`src/rtl/pipe_ctrl_pkg.sv`:
```
// Shared definitions for the pipeline hazard controller.
// Forwarding select codes, controller FSM encoding, shadow-slot layout and
// the producer/consumer match rule used by both stall and forwarding logic.
package pipe_ctrl_pkg;

    // Operand source selects driven on fwd_a / fwd_b.
    localparam logic [1:0] FWD_RF    = 2'b00;
    localparam logic [1:0] FWD_EXMEM = 2'b01;
    localparam logic [1:0] FWD_MEMWB = 2'b10;

    typedef enum logic [1:0] {
        StRun     = 2'd0,
        StMemWait = 2'd1,
        StTimeout = 2'd2
    } ctrl_state_e;

    // Register indices are stored zero-extended to this width so the slot type
    // does not depend on the top-level REG_ADDR_W (which must not exceed it).
    localparam int unsigned SLOT_ADDR_W = 8;

    typedef struct packed {
        logic                   valid;
        logic [SLOT_ADDR_W-1:0] rd;
        logic [SLOT_ADDR_W-1:0] rs1;
        logic [SLOT_ADDR_W-1:0] rs2;
        logic                   use_rs1;
        logic                   use_rs2;
        logic                   regwrite;
        logic                   memread;
    } slot_t;

    localparam slot_t SLOT_BUBBLE = '0;

    // A producer satisfies a consumer operand only if it really writes a
    // non-zero register; x0 never creates a dependency.
    function automatic logic producer_match(
        input logic                   valid,
        input logic                   regwrite,
        input logic [SLOT_ADDR_W-1:0] rd,
        input logic [SLOT_ADDR_W-1:0] rs,
        input logic                   use_rs
    );
        return valid && regwrite && (rd != '0) && use_rs && (rs == rd);
    endfunction

endpackage

```
`src/rtl/hazard_fwd_sel.sv`:
```
// Combinational forwarding priority selector for one EX operand.
// Ports: rs/use_rs    - EX consumer operand and its use flag
//        mem_*        - producer held in the MEM shadow slot
//        wb_*         - producer held in the WB shadow slot
//        sel          - FWD_EXMEM, FWD_MEMWB or FWD_RF
module hazard_fwd_sel
    import pipe_ctrl_pkg::*;
#(
    parameter int unsigned REG_ADDR_W = 5
) (
    input  logic [REG_ADDR_W-1:0] rs,
    input  logic                  use_rs,
    input  logic                  mem_valid,
    input  logic                  mem_regwrite,
    input  logic [REG_ADDR_W-1:0] mem_rd,
    input  logic                  wb_valid,
    input  logic                  wb_regwrite,
    input  logic [REG_ADDR_W-1:0] wb_rd,
    output logic [1:0]            sel
);

    logic mem_hit;
    logic wb_hit;

    always_comb begin
        mem_hit = mem_valid && mem_regwrite && (mem_rd != '0) && use_rs && (rs == mem_rd);
        wb_hit  = wb_valid && wb_regwrite && (wb_rd != '0) && use_rs && (rs == wb_rd);
        // The younger producer (MEM) holds the newest value.
        if (mem_hit) begin
            sel = FWD_EXMEM;
        end else if (wb_hit) begin
            sel = FWD_MEMWB;
        end else begin
            sel = FWD_RF;
        end
    end

endmodule

```
`src/rtl/pipe_hazard_ctrl.sv`:
```
// Hazard, forwarding and stall controller for the 5-stage RV32 pipeline.
// Tracks shadow hazard metadata for EX/MEM/WB, detects load-use (or any RAW
// hazard in stall-only mode), handles redirect flushes and a data-memory wait
// handshake with sticky timeout, and counts stall/flush cycles.
// Ports: clk, rst (sync, active-high)
//        id_*                 - ID-stage instruction fields
//        redirect             - taken branch/jump resolved in MEM
//        mem_req, mem_ready   - data-memory handshake
//        pc_en, ifid_en       - PC and IF/ID enables
//        *_flush, pipe_hold   - bubble inserts and global freeze
//        fwd_a, fwd_b         - EX operand source selects
//        mem_timeout          - sticky memory timeout flag
//        stall_cnt, flush_cnt - saturating performance counters
module pipe_hazard_ctrl
    import pipe_ctrl_pkg::*;
#(
    parameter int unsigned REG_ADDR_W   = 5,
    parameter bit          FWD_EN       = 1'b1,
    parameter int unsigned WAIT_W       = 4,
    parameter int unsigned MEM_WAIT_MAX = 15,
    parameter int unsigned CNT_W        = 32
) (
    input  logic                  clk,
    input  logic                  rst,
    input  logic                  id_valid,
    input  logic [REG_ADDR_W-1:0] id_rs1,
    input  logic [REG_ADDR_W-1:0] id_rs2,
    input  logic                  id_use_rs1,
    input  logic                  id_use_rs2,
    input  logic [REG_ADDR_W-1:0] id_rd,
    input  logic                  id_regwrite,
    input  logic                  id_memread,
    input  logic                  redirect,
    input  logic                  mem_req,
    input  logic                  mem_ready,
    output logic                  pc_en,
    output logic                  ifid_en,
    output logic                  ifid_flush,
    output logic                  idex_flush,
    output logic                  exmem_flush,
    output logic                  pipe_hold,
    output logic [1:0]            fwd_a,
    output logic [1:0]            fwd_b,
    output logic                  mem_timeout,
    output logic [CNT_W-1:0]      stall_cnt,
    output logic [CNT_W-1:0]      flush_cnt
);

    slot_t             id_slot;
    slot_t             ex_q, mem_q, wb_q;
    ctrl_state_e       state_q;
    logic [WAIT_W-1:0] wait_q;
    logic              mem_timeout_q;
    logic [CNT_W-1:0]  stall_cnt_q, flush_cnt_q;

    logic ex_hit, mem_hit, raw_stall;
    logic redirect_act, stall_act;

    always_comb begin
        id_slot          = SLOT_BUBBLE;
        id_slot.valid    = id_valid;
        id_slot.rd       = SLOT_ADDR_W'(id_rd);
        id_slot.rs1      = SLOT_ADDR_W'(id_rs1);
        id_slot.rs2      = SLOT_ADDR_W'(id_rs2);
        id_slot.use_rs1  = id_use_rs1;
        id_slot.use_rs2  = id_use_rs2;
        id_slot.regwrite = id_regwrite;
        id_slot.memread  = id_memread;
    end

    // Dependencies of the ID instruction on in-flight producers.
    always_comb begin
        ex_hit  = producer_match(ex_q.valid, ex_q.regwrite, ex_q.rd, id_slot.rs1, id_use_rs1)
               || producer_match(ex_q.valid, ex_q.regwrite, ex_q.rd, id_slot.rs2, id_use_rs2);
        mem_hit = producer_match(mem_q.valid, mem_q.regwrite, mem_q.rd, id_slot.rs1, id_use_rs1)
               || producer_match(mem_q.valid, mem_q.regwrite, mem_q.rd, id_slot.rs2, id_use_rs2);
        if (FWD_EN) begin
            raw_stall = id_valid && ex_q.memread && ex_hit;
        end else begin
            // WB producers need no stall: the regfile writes in the first half-cycle.
            raw_stall = id_valid && (ex_hit || mem_hit);
        end
    end

    // Hold is combinational so the pipeline freezes in the very cycle the
    // memory misses, and releases in the cycle mem_ready arrives.
    always_comb begin
        case (state_q)
            StRun:     pipe_hold = mem_req && !mem_ready;
            StMemWait: pipe_hold = !mem_ready;
            StTimeout: pipe_hold = 1'b1;
            default:   pipe_hold = 1'b1;
        endcase
    end

    always_comb begin
        // Redirect beats load-use: the dependent instruction is squashed anyway.
        redirect_act = redirect && !pipe_hold;
        stall_act    = raw_stall && !redirect && !pipe_hold;
        pc_en        = !pipe_hold && !stall_act;
        ifid_en      = !pipe_hold && !stall_act;
        ifid_flush   = redirect_act;
        idex_flush   = redirect_act || stall_act;
        exmem_flush  = redirect_act;
    end

    if (FWD_EN) begin : g_fwd
        hazard_fwd_sel #(
            .REG_ADDR_W(SLOT_ADDR_W)
        ) u_fwd_a (
            .rs          (ex_q.rs1),
            .use_rs      (ex_q.use_rs1),
            .mem_valid   (mem_q.valid),
            .mem_regwrite(mem_q.regwrite),
            .mem_rd      (mem_q.rd),
            .wb_valid    (wb_q.valid),
            .wb_regwrite (wb_q.regwrite),
            .wb_rd       (wb_q.rd),
            .sel         (fwd_a)
        );
        hazard_fwd_sel #(
            .REG_ADDR_W(SLOT_ADDR_W)
        ) u_fwd_b (
            .rs          (ex_q.rs2),
            .use_rs      (ex_q.use_rs2),
            .mem_valid   (mem_q.valid),
            .mem_regwrite(mem_q.regwrite),
            .mem_rd      (mem_q.rd),
            .wb_valid    (wb_q.valid),
            .wb_regwrite (wb_q.regwrite),
            .wb_rd       (wb_q.rd),
            .sel         (fwd_b)
        );
    end else begin : g_no_fwd
        assign fwd_a = FWD_RF;
        assign fwd_b = FWD_RF;
    end

    // Not every slot field is consumed in every configuration.
    logic unused_slot_bits;
    assign unused_slot_bits = ^{mem_q, wb_q};

    always_ff @(posedge clk) begin
        if (rst) begin
            ex_q  <= SLOT_BUBBLE;
            mem_q <= SLOT_BUBBLE;
            wb_q  <= SLOT_BUBBLE;
        end else if (!pipe_hold) begin
            wb_q  <= mem_q;
            mem_q <= exmem_flush ? SLOT_BUBBLE : ex_q;
            ex_q  <= idex_flush ? SLOT_BUBBLE : id_slot;
        end
    end

    always_ff @(posedge clk) begin
        if (rst) begin
            state_q       <= StRun;
            wait_q        <= '0;
            mem_timeout_q <= 1'b0;
        end else begin
            case (state_q)
                StRun: begin
                    if (mem_req && !mem_ready) begin
                        state_q <= StMemWait;
                        wait_q  <= WAIT_W'(1);
                    end
                end
                StMemWait: begin
                    if (mem_ready) begin
                        state_q <= StRun;
                        wait_q  <= '0;
                    end else if (wait_q == WAIT_W'(MEM_WAIT_MAX)) begin
                        state_q       <= StTimeout;
                        mem_timeout_q <= 1'b1;
                    end else begin
                        wait_q <= wait_q + 1'b1;
                    end
                end
                StTimeout: begin
                    // Only rst leaves this state.
                end
                default: state_q <= StRun;
            endcase
        end
    end

    always_ff @(posedge clk) begin
        if (rst) begin
            stall_cnt_q <= '0;
            flush_cnt_q <= '0;
        end else begin
            if ((stall_act || pipe_hold) && (stall_cnt_q != '1)) begin
                stall_cnt_q <= stall_cnt_q + 1'b1;
            end
            if (redirect_act && (flush_cnt_q != '1)) begin
                flush_cnt_q <= flush_cnt_q + 1'b1;
            end
        end
    end

    assign mem_timeout = mem_timeout_q;
    assign stall_cnt   = stall_cnt_q;
    assign flush_cnt   = flush_cnt_q;

endmodule

```
`config.mk`:
```
export PLATFORM = sky130hd
export DESIGN_NAME = pipe_hazard_ctrl
export DESIGN_NICKNAME = d
export VERILOG_FILES = /design/src/rtl/pipe_ctrl_pkg.sv /design/src/rtl/hazard_fwd_sel.sv /design/src/rtl/pipe_hazard_ctrl.sv
export SDC_FILE = /design/constraint.sdc
export NUM_CORES = 1
export LEC_CHECK = 0
export BUFFER_PORTS_ARGS = -buffer_cell sky130_fd_sc_hd__buf_4
export CAP_MARGIN = 20
export CORE_MARGIN = 2
export CORE_UTILIZATION = 40
export CTS_CLUSTER_DIAMETER = 120
export DETAILED_ROUTE_END_ITERATION = 6
export GPL_ROUTABILITY_DRIVEN = 0
export PLACE_DENSITY_LB_ADDON = 0.25
export SLEW_MARGIN = 10
export SYNTH_ARGS = -nofsm -noshare
export SYNTH_HDL_FRONTEND = slang
export SYNTH_SLANG_ARGS = --single-unit
export TNS_END_PERCENT = 5
```
`constraint.sdc`:
```
create_clock -name clk -period 2.94 [get_ports clk]
set_input_delay 0.441 -clock clk [delete_from_list [all_inputs] [get_ports clk]]
set_output_delay 0.441 -clock clk [all_outputs]
set_load 0.03 [all_outputs]
```
== Yosys cells after proc, flatten, opt, wreduce, memory -nomap -nowiden ==
Index checks and enable logic that the tools add are counted.
Word-level totals
  bits of input ports: 25
  bits in registers: 120
Operators by class
  muxes and demuxes: 15
  reduce and logical (&&, ||, !) cells: 42
  add/subtract/negate cells: 3
  eq/ne operators: 14
  bitwise operators: 2
Operators with widths (number)
  $add 32x1->32 const B: 2
  $ne 32x32->1 const B: 2
  $mux 29: 2
  $eq 8x8->1: 4
  $logic_and 1x1->1: 27
  $reduce_bool 8->1: 3
  $eq 5x8->1: 2
  $mux 2: 7
  $mux 4: 3
  $reduce_and 3->1: 3
  $pmux 4 s2: 1
  $ne 3x3->1 const B: 2
  $pmux 2 s3: 1
  $add 4x1->4 const B: 1
  $eq 4x4->1 const B: 1
  $logic_not 1->1: 4
  $logic_or 1x1->1: 3
  $eq 2x1->1 const B: 1
  $eq 2x2->1 const B: 1
  $logic_not 2->1: 1
  $ne 2x2->1 const B: 1
  $not 1->1: 2
  $pmux 1 s2: 1
  $reduce_bool 2->1: 1

== Longest topological paths before layout ==
Gate-level depths: netlist (run 1).
  depth after elaboration: 10
  depth in mapped cells: 10
  gate-level depth less buffers: 8

== Modules after synthesis ==
A second synthesis (run 1) with hierarchy kept.
Second synthesis, totals
  cells, all modules: 667
  area total of the unflattened synthesis: 5470.2 sq um
By module, submodules not included
  pipe_hazard_ctrl: instances 1, area an instance 4969.8 sq um, cells each 603, sequential area each 2102.0 sq um
  hazard_fwd_sel: instances 2, area an instance 250.2 sq um, cells each 32, sequential area each 0.0 sq um

== Least setup slack after synthesis (run 1) ==
OpenSTA, ideal clock, no wires.
  path kind: input to output
  start point: input mem_req
  end point: output idex_flush
  arrival: 2.112 ns
  stages on the path: 7
  buffers on the path: 3
  path slack: 0.387 ns
  cell sequence: o21ba_2 nor2_1 clkbuf_1 inv_1 clkbuf_1 buf_1 nor2_1
On the way
  longest elaborated chain between the ends: 5
  elaborated cells on any way between the ends: 6
RTL lines
  from (decl): line pipe_hazard_ctrl.sv:34  | input logic mem_req,
  $logic_and 1x1->1 *: line pipe_hazard_ctrl.sv:89  | StRun: pipe_hold = mem_req && !mem_ready;
  $pmux 1 s2 *: line pipe_hazard_ctrl.sv:88  | case (state_q)
  via pipe_hold: line pipe_hazard_ctrl.sv:41  | output logic pipe_hold,
  $logic_not 1->1 *
  $logic_and 1x1->1, on equally long branches: line pipe_hazard_ctrl.sv:98, pipe_hazard_ctrl.sv:99
  $logic_or 1x1->1 *: line pipe_hazard_ctrl.sv:103  | idex_flush = redirect_act || stall_act;
  to (decl): line pipe_hazard_ctrl.sv:39  | output logic idex_flush,
The timed path passes the listed nets; every way through them passes the cells marked *.

== Worst setup path in the final report (run 1) ==
  start point: register ex_q[22] (netlist name)
  end point: register stall_cnt_q[20], in the netlist stall_cnt[20]
On the way
  longest elaborated chain between the ends: 10
  elaborated cells on any way between the ends: 14
RTL lines
  from (decl): line pipe_hazard_ctrl.sv:50  | slot_t ex_q, mem_q, wb_q;
  from (signal assigned): line pipe_hazard_ctrl.sv:151  | ex_q <= idex_flush ? SLOT_BUBBLE : id_slot;
  $reduce_bool 8->1: line pipe_ctrl_pkg.sv:43  | return valid && regwrite && (rd != '0) && use_rs && (rs == rd);
  $logic_and 1x1->1 (3 in a row): line pipe_ctrl_pkg.sv:43
  $logic_or 1x1->1 *: line pipe_hazard_ctrl.sv:74  | || producer_match(ex_q.valid, ex_q.regwrite, ex_q.rd, id_slot.rs2, id_use_rs2);
  $logic_and 1x1->1 *: line pipe_hazard_ctrl.sv:78  | raw_stall = id_valid && ex_q.memread && ex_hit;
  $logic_and 1x1->1 * (2 in a row): line pipe_hazard_ctrl.sv:99  | stall_act = raw_stall && !redirect && !pipe_hold;
  $logic_or 1x1->1 *: line pipe_hazard_ctrl.sv:192  | if ((stall_act || pipe_hold) && (stall_cnt_q != '1)) begin
  $logic_and 1x1->1 *: line pipe_hazard_ctrl.sv:192
  to (signal assigned): line pipe_hazard_ctrl.sv:193  | stall_cnt_q <= stall_cnt_q + 1'b1;
  to (decl): line pipe_hazard_ctrl.sv:54  | logic [CNT_W-1:0] stall_cnt_q, flush_cnt_q;
Mark *: on every way between the ends. The rest lies on a longest branch, timed or not.
A chain may end at the register's enable or synchronous reset.

==> flow_metrics.py, run 1 <==
metrics = {
    "timing": {
        "setup_violations": 0,
        "drv_slew": 0,
        "hold_viol": 0,
        "max_freq_mhz": 386,
        "rsz0062_at_grt": "false",
        "setup_slack_ns": 0.352,
        "slew_headroom_pct": 39.3,
        "tightestPinTransition_ns": 0.911,
        "period_needed_ns": 2.59,
        "holdWs_ns": 0.338,
        "fin_setup_tns_ns": 0,
        "post-route-period-util_pct": 88.0,
        "finClkSkew_ns": 0.00765,
    },
    "die": {
        "dieArea_sq_mm": 0.0137,
        "initial_core_util_pct": 40.7,
        "core_sq_mm": 0.0125,
        "fp.dieH_um": 117,
        "fp.dieW_um": 117,
        "placementRows": 41,
        "pin_count": 100,
    },
    "synth": {
        "synth_compound_area_share_pct": 12.7,
        "syn_area_sq_mm": 0.00509,
        "synth_simple_gate_area_share_pct": 29.8,
        "synthDistinctLibCells": 46,
        "synth-adder-area-share_pct": 0.737,
        "synthMuxAreaShare_pct": 0.639,
        "ys.warnings.count": 0,
        "synth_nets": 661,
        "synth_seq_area_share_pct": 41.3,
        "synth_async_sr_flop_share_pct": 0,
        "avgSynthCellArea_sq_um": 8.05,
        "synth-seq-cells": 105,
        "synth_top_flop_cell": "dfxtp_1",
        "synthXorXnorAreaFrac_pct": 11.0,
        "synth_top_family_by_area": "simple AND/OR/NAND/NOR gates",
        "syn_inst": 633,
        "synth_edf_count": 0,
    },
    "clock_tree": {
        "clkTransAtPathRegs_ns": 0.07,
        "clock-root-buffer": "clkbuf_16",
        "h-tree-depth": 3,
        "clk_latency_ns": 0.35,
        "cts_setup_buffers": 0,
        "cts_buffers": 9,
        "ctsHoldBuffers": 0,
        "clock-sinks": 105,
        "clk_path_buf_depth": 2,
        "post_cts_resize_count": 0,
        "cts_tree": "built",
    },
    "layout": {
        "seqCellArea_sq_mm": 0.00210,
        "synthToLayoutAreaGrowth_pct": 24.9,
        "nets": 747,
        "layout-drive-gt1-share_pct": 18.0,
        "insertedDiodeCount": 0,
        "multi_input_area_sq_mm": 0.00280,
        "nFillCells": 1229,
    },
    "worst_hold_path": {
        "hold_path_depth": 3,
        "hp-class": "input port to register",
        "holdPathEnd": "ex_q[21]",
        "min_from": "id_rd[1]",
    },
    "setup_path": {
        "r2r_cells": 6,
        "crit_required_ns": 3.18,
        "cp_max_fo": 14,
        "crit_path_start_kind": "register",
        "endpoint_kind": "register",
        "timing.rr.end": "stall_cnt[20]",
        "path_class": "register to register",
        "cpLargestDelayFamily": "compound AO/OA/AOI/OAI gates",
        "critPathBufInv": 0,
        "cp_data_arrival_time_ns": 2.82,
        "worstReg2RegStart": "ex_q[22]",
        "crit_slowest_cell": "a21oi_1",
        "ff2ff_setup_slack_ns": 0.35,
        "path_cells": "or4_1, o211ai_1, a2111oi_1, a21oi_1, nor2_1, mux2_1",
        "cp_slowest_stage_delay_ns": 0.75,
    },
    "placement": {
        "place_ws_ns": 0.393,
        "portBuffers": 99,
        "dp_hpwl_um": 9480,
    },
    "power_and_ir_drop": {
        "pwr-share-seq_pct": 45.1,
        "p_switching_w": 0.000703,
        "clock_power_share_pct": 47.9,
        "swShare_pct": 21.5,
        "power_density_mw_per_mm2": 514,
        "p_int_w": 0.00256,
        "comb_power_share_pct": 7.0,
        "worst_ir_drop_vdd_uv": 225,
        "p_leak_nw": 2.40,
    },
    "global_routing": {
        "gr-total-overflow": 0,
        "grt_antenna_before_repair": 0,
        "grt_max_degree": 41,
        "globalRouteTotalUtil_pct": 19.6,
        "grt_pass1_vias": 4428,
        "grt_pass1_wl_um": 21500,
    },
    "route": {
        "drt_iter0_drc": 374,
        "wl_um": 13100,
        "vias": 4778,
        "drt-pass1-iter-count": 4,
        "wl_per_cell_um": 14.7,
        "ant_nets": 0,
        "vias_per_cell": 5.33,
        "drc": 0,
    },
    "status": {
        "status": "finished clean",
    },
    "run": {
        "maxCapViolations": 0,
    },
}
## routing by layer
metal  share of wire (%)  GRT usage [%]  vias to the layer above
met3                 3.9           3.55                       17
met4                 1.7           7.29                        0
met2                  49           32.7                       84
met1                  45           25.5                     2257
li1                    -              -                     2420
met5                   0              0                        -
## layout by cell type, fill, tap and decap left out, types with 2 or more instances in the layout
cell	Yosys	routed
buf_4	5	110
dfxtp_1	105	105
nand2_1	97	97
a21oi_1	69	69
nor2_1	49	48
nand3_1	36	36
xnor2_1	32	32
nand4_1	32	32
xor2_1	32	32
o21ai_0	16	16
and3_1	15	15
nor3_1	15	15
or4_1	14	14
or3_1	13	13
o31ai_1	11	11
clkbuf_16	0	9
and4_1	8	8
inv_1	7	7
nor4_1	6	6
and2_1	5	5
bufinv_16	0	5
a211oi_1	4	4
nor2b_1	3	3
o211ai_1	3	3
nor3b_1	3	3
ha_1	3	3
o21bai_1	2	2
nand2b_1	2	2
## area by class of cell
cell class	instances	area share [%]
Timing Repair Buffer	110	13.0
Multi-Input combinational cell	485	44.0
Tap cell	172	3.38
Inverter	8	0.472
Clock inverter	5	2.36
Sequential cell	105	33.0
Clock buffer	11	3.82
## cells by family after synthesis
kind of cell,count (synthesis)
AOI/OAI and AO/OA,113
xor gates and xnor gates,64
adders and majority gates,3
buffers and inverters,43
DFF,105
muxes,3
and+or+nand+nor,302
## worst max path at each step
stage                     startpoint       endpoint  cells past startpoint
after floorplan              mem_req     idex_flush                      7
after global placement      ex_q[22]  stall_cnt[20]                      6
after detailed placement    ex_q[22]  stall_cnt[20]                      6
after CTS                   ex_q[22]  stall_cnt[20]                      6
after global routing        ex_q[22]  stall_cnt[20]                      6
final                       ex_q[22]  stall_cnt[20]                      6
## per-stage QoR
| step | cells | instance area (sq um) | utilization, % | total power (W) |
|---|---|---|---|---|
| after floorplan | 633 | 5090 | - | 0.00165 |
| after global placement | 880 | 5970 | 47.7 | 0.00173 |
| after detailed placement | 880 | 5970 | 47.7 | 0.00174 |
| after CTS | 896 | 6360 | 50.8 | 0.00330 |
| after global routing | 896 | 6360 | 50.8 | 0.00338 |
| final | 896 | 6360 | 50.8 | 0.00327 |
## sequential cells by signal, indices dropped and copies added (netlist names)
signal       count
ex_q            20
flush_cnt       32
mem_q            7
mem_timeout      1
stall_cnt       32
state_q          2
wait_q           4
wb_q             7
## power groups by stage
stage                     Combinational, W  Clock [W]  Sequential [W]
final                             0.000228    0.00157         0.00147
after global routing              0.000251    0.00165         0.00148
after CTS                         0.000229    0.00160         0.00147
after detailed placement          0.000228          0         0.00151
after global placement            0.000225          0         0.00151
after floorplan                   0.000144          0         0.00151
## cells in the mapped netlist, types with 2 or more instances
cell | instances | share of area, %
nand2_1 | 97 | 7.1
nor3_1 | 15 | 1.5
and3_1 | 15 | 1.8
inv_1 | 7 | 0.52
ha_1 | 3 | 0.74
xnor2_1 | 32 | 5.5
and2_1 | 5 | 0.61
nor4_1 | 6 | 0.74
a211oi_1 | 4 | 0.59
nor3b_1 | 3 | 0.44
o31ai_1 | 11 | 1.6
buf_2 | 2 | 0.20
nor2b_1 | 3 | 0.37
a21oi_1 | 69 | 6.8
buf_6 | 2 | 0.44
nor2_1 | 49 | 3.6
buf_4 | 5 | 0.74
or3_1 | 13 | 1.6
o211ai_1 | 3 | 0.44
o21bai_1 | 2 | 0.29
nand4_1 | 32 | 3.9
or4_1 | 14 | 2.1
dfxtp_1 | 105 | 41
buf_1 | 5 | 0.37
nand2b_1 | 2 | 0.25
xor2_1 | 32 | 5.5
o21ai_0 | 16 | 1.6
and4_1 | 8 | 1.4
clkbuf_1 | 21 | 1.5
nand3_1 | 36 | 3.5
## worst reg2reg max path, cell delays in order, from the launching register on
cell,delay [ns]
dfxtp_1,0.36
or4_1,0.56
o211ai_1,0.27
a2111oi_1,0.10
a21oi_1,0.75
nor2_1,0.10
mux2_1,0.33
Power figures use the tool's default switching activity.
==> inputs of run 2 (changes only) <==
- CORE_UTILIZATION: 40 -> 55
==> run 2 against run 1 <==
Effect of this change:
- setup slack worse by 0.033 ns
- utilization is 16 points higher
- combinational power hardly changed
- clock power is 40% lower
- flip-flop and latch count stayed put
- final cell count is 6.8% lower
- critical path depth is 2 lower
- highest routed layer unchanged
- register-to-register slack better by 0.22 ns
- clock-buffer cell count is 1 higher
- critical endpoint is now ifid_en
- via count is 2.7% higher
- largest cell class unchanged
==> flow_metrics.py, run 2 (synthesized netlist as in run 1, its figures left out) <==
metrics = {
    "status": {
        "status": "finished clean",
    },
    "clock_tree": {
        "clk_latency_ns": 0.37,
        "clkTransAtPathRegs_ns": 0.10,
        "cts_buffers": 9,
        "clk_path_buf_depth": 2,
        "h-tree-depth": 3,
        "clock-root-buffer": "clkbuf_8",
        "clock-sinks": 105,
        "cts_tree": "built",
        "ctsHoldBuffers": 0,
        "cts_setup_buffers": 0,
        "post_cts_resize_count": 0,
    },
    "layout": {
        "layout-drive-gt1-share_pct": 18.1,
        "synthToLayoutAreaGrowth_pct": 19.9,
        "layout_commonest_cell": "buf_4",
        "nets": 747,
        "design_area_sq_mm": 0.00611,
        "seqCellArea_sq_mm": 0.00210,
        "insertedDiodeCount": 0,
        "multi_input_area_sq_mm": 0.00280,
        "final_util_pct": 67.1,
        "layout_common_cells": "buf_4, dfxtp_1, nand2_1, a21oi_1, nor2_1",
        "instances_no_fill": 835,
        "nFillCells": 787,
    },
    "setup_path": {
        "r2r_cells": 6,
        "crit_path_start_kind": "register",
        "cp-startpoint": "ex_q[22]",
        "ff2ff_setup_slack_ns": 0.57,
        "endpoint_kind": "output port",
        "cp_data_arrival_time_ns": 2.18,
        "worstReg2RegStart": "flush_cnt[18]",
        "critical_path.endpoint": "ifid_en",
        "timing.rr.end": "flush_cnt[16]",
        "crit_required_ns": 2.50,
        "path_class": "register to output port",
        "cp_max_fo": 5,
    },
    "die": {
        "fp.dieW_um": 100,
        "dieArea_sq_mm": 0.0100,
        "initial_core_util_pct": 55.9,
        "placementRows": 35,
        "core_sq_mm": 0.00911,
        "pin_count": 100,
        "fp.dieH_um": 100,
    },
    "timing": {
        "slew_headroom_pct": 53.6,
        "drv_slew": 0,
        "tightestPinTransition_ns": 0.686,
        "fin_setup_tns_ns": 0,
        "rsz0062_at_grt": "false",
        "setup_slack_ns": 0.319,
        "setup_violations": 0,
        "post-route-period-util_pct": 89.2,
        "period_needed_ns": 2.62,
        "finClkSkew_ns": 0.0159,
        "hold_viol": 0,
        "max_freq_mhz": 382,
    },
    "route": {
        "vias": 4905,
        "wl_per_cell_um": 15.0,
        "drc": 0,
        "vias_per_cell": 5.87,
        "drt-pass1-iter-count": 5,
        "ant_nets": 0,
        "drt_iter0_drc": 194,
        "wl_um": 12500,
    },
    "global_routing": {
        "grt_antenna_before_repair": 0,
        "gr-total-overflow": 0,
        "globalRouteTotalUtil_pct": 25.4,
        "grt_pass1_vias": 4602,
        "grt_pass1_wl_um": 21000,
        "grt_max_degree": 50,
    },
    "placement": {
        "dp_hpwl_um": 9060,
        "dpl_cell_area_sq_mm": 0.00589,
        "portBuffers": 99,
        "place_ws_ns": 0.513,
        "place_inst": 819,
    },
    "power_and_ir_drop": {
        "power_density_mw_per_mm2": 433,
        "worst_ir_drop_vdd_uv": 260,
        "p_leak_nw": 2.32,
    },
    "worst_hold_path": {
        "hp-class": "input port to register",
        "hold_path_depth": 3,
    },
    "run": {
        "maxCapViolations": 0,
    },
}
==> run 2: cell count changes in the layout (fill, tap and decap cells not counted), sizes merged <==
cell / before / now
bufinv: 5 / 1
clkbuf: 11 / 12
clkinv: 0 / 1
clkinvlp: 0 / 2
==> run 2: layout make-up <==
| type | instances | share of cell area [%] |
|---|---|---|
| flip-flops and latches | 105 | 34.4 |
| clock inverters | 4 | 0.819 |
| repair buffers | 110 | 13.5 |
| multi-input cells | 485 | 45.8 |
| inverters | 8 | 0.492 |
| clock buffers | 12 | 2.70 |
| well taps | 111 | 2.27 |
==> run 2: where the power goes <==
part | switching, W | total [W] | internal (W)
combinational | 0.000135 | 0.000225 | 0.0000901
sequential | 0.0000297 | 0.00147 | 0.00145
clock | 0.000485 | 0.000948 | 0.000462
==> run 2: metal layers <==
metal / GRT usage [%] / routed length, um
met1: 32.5 / 5470
met3: 4.60 / 595
met5: 0 / 0
met4: 8.22 / 242
met2: 43.3 / 6200
==> run 2: worst min path at each step <==
stage	start	end	slack [ns]
finish	id_rd[0]	ex_q[20]	0.31
global route	id_rd[0]	ex_q[20]	0.31
CTS	id_rd[0]	ex_q[20]	0.31
detailed placement	wb_q[1]	wb_q[1]	0.45
global placement	ex_q[0]	ex_q[0]	0.44
floorplan	ex_q[1]	ex_q[1]	0.43
==> run 2: critical path, stage by stage, from the launching register on <==
cell and delay, ns:
dfxtp_1 0.38, or4_1 0.58, o211a_1 0.25, a21oi_1 0.37, buf_4 0.25
==> run 2: metrics by stage <==
| stage | power (W) | hold slack (ns) |
|---|---|---|
| after floorplan | 0.00165 | 0.432 |
| after global placement | 0.00173 | 0.441 |
| after detailed placement | 0.00173 | 0.454 |
| after CTS | 0.00266 | 0.312 |
| after global routing | 0.00276 | 0.312 |
| final | 0.00265 | 0.310 |
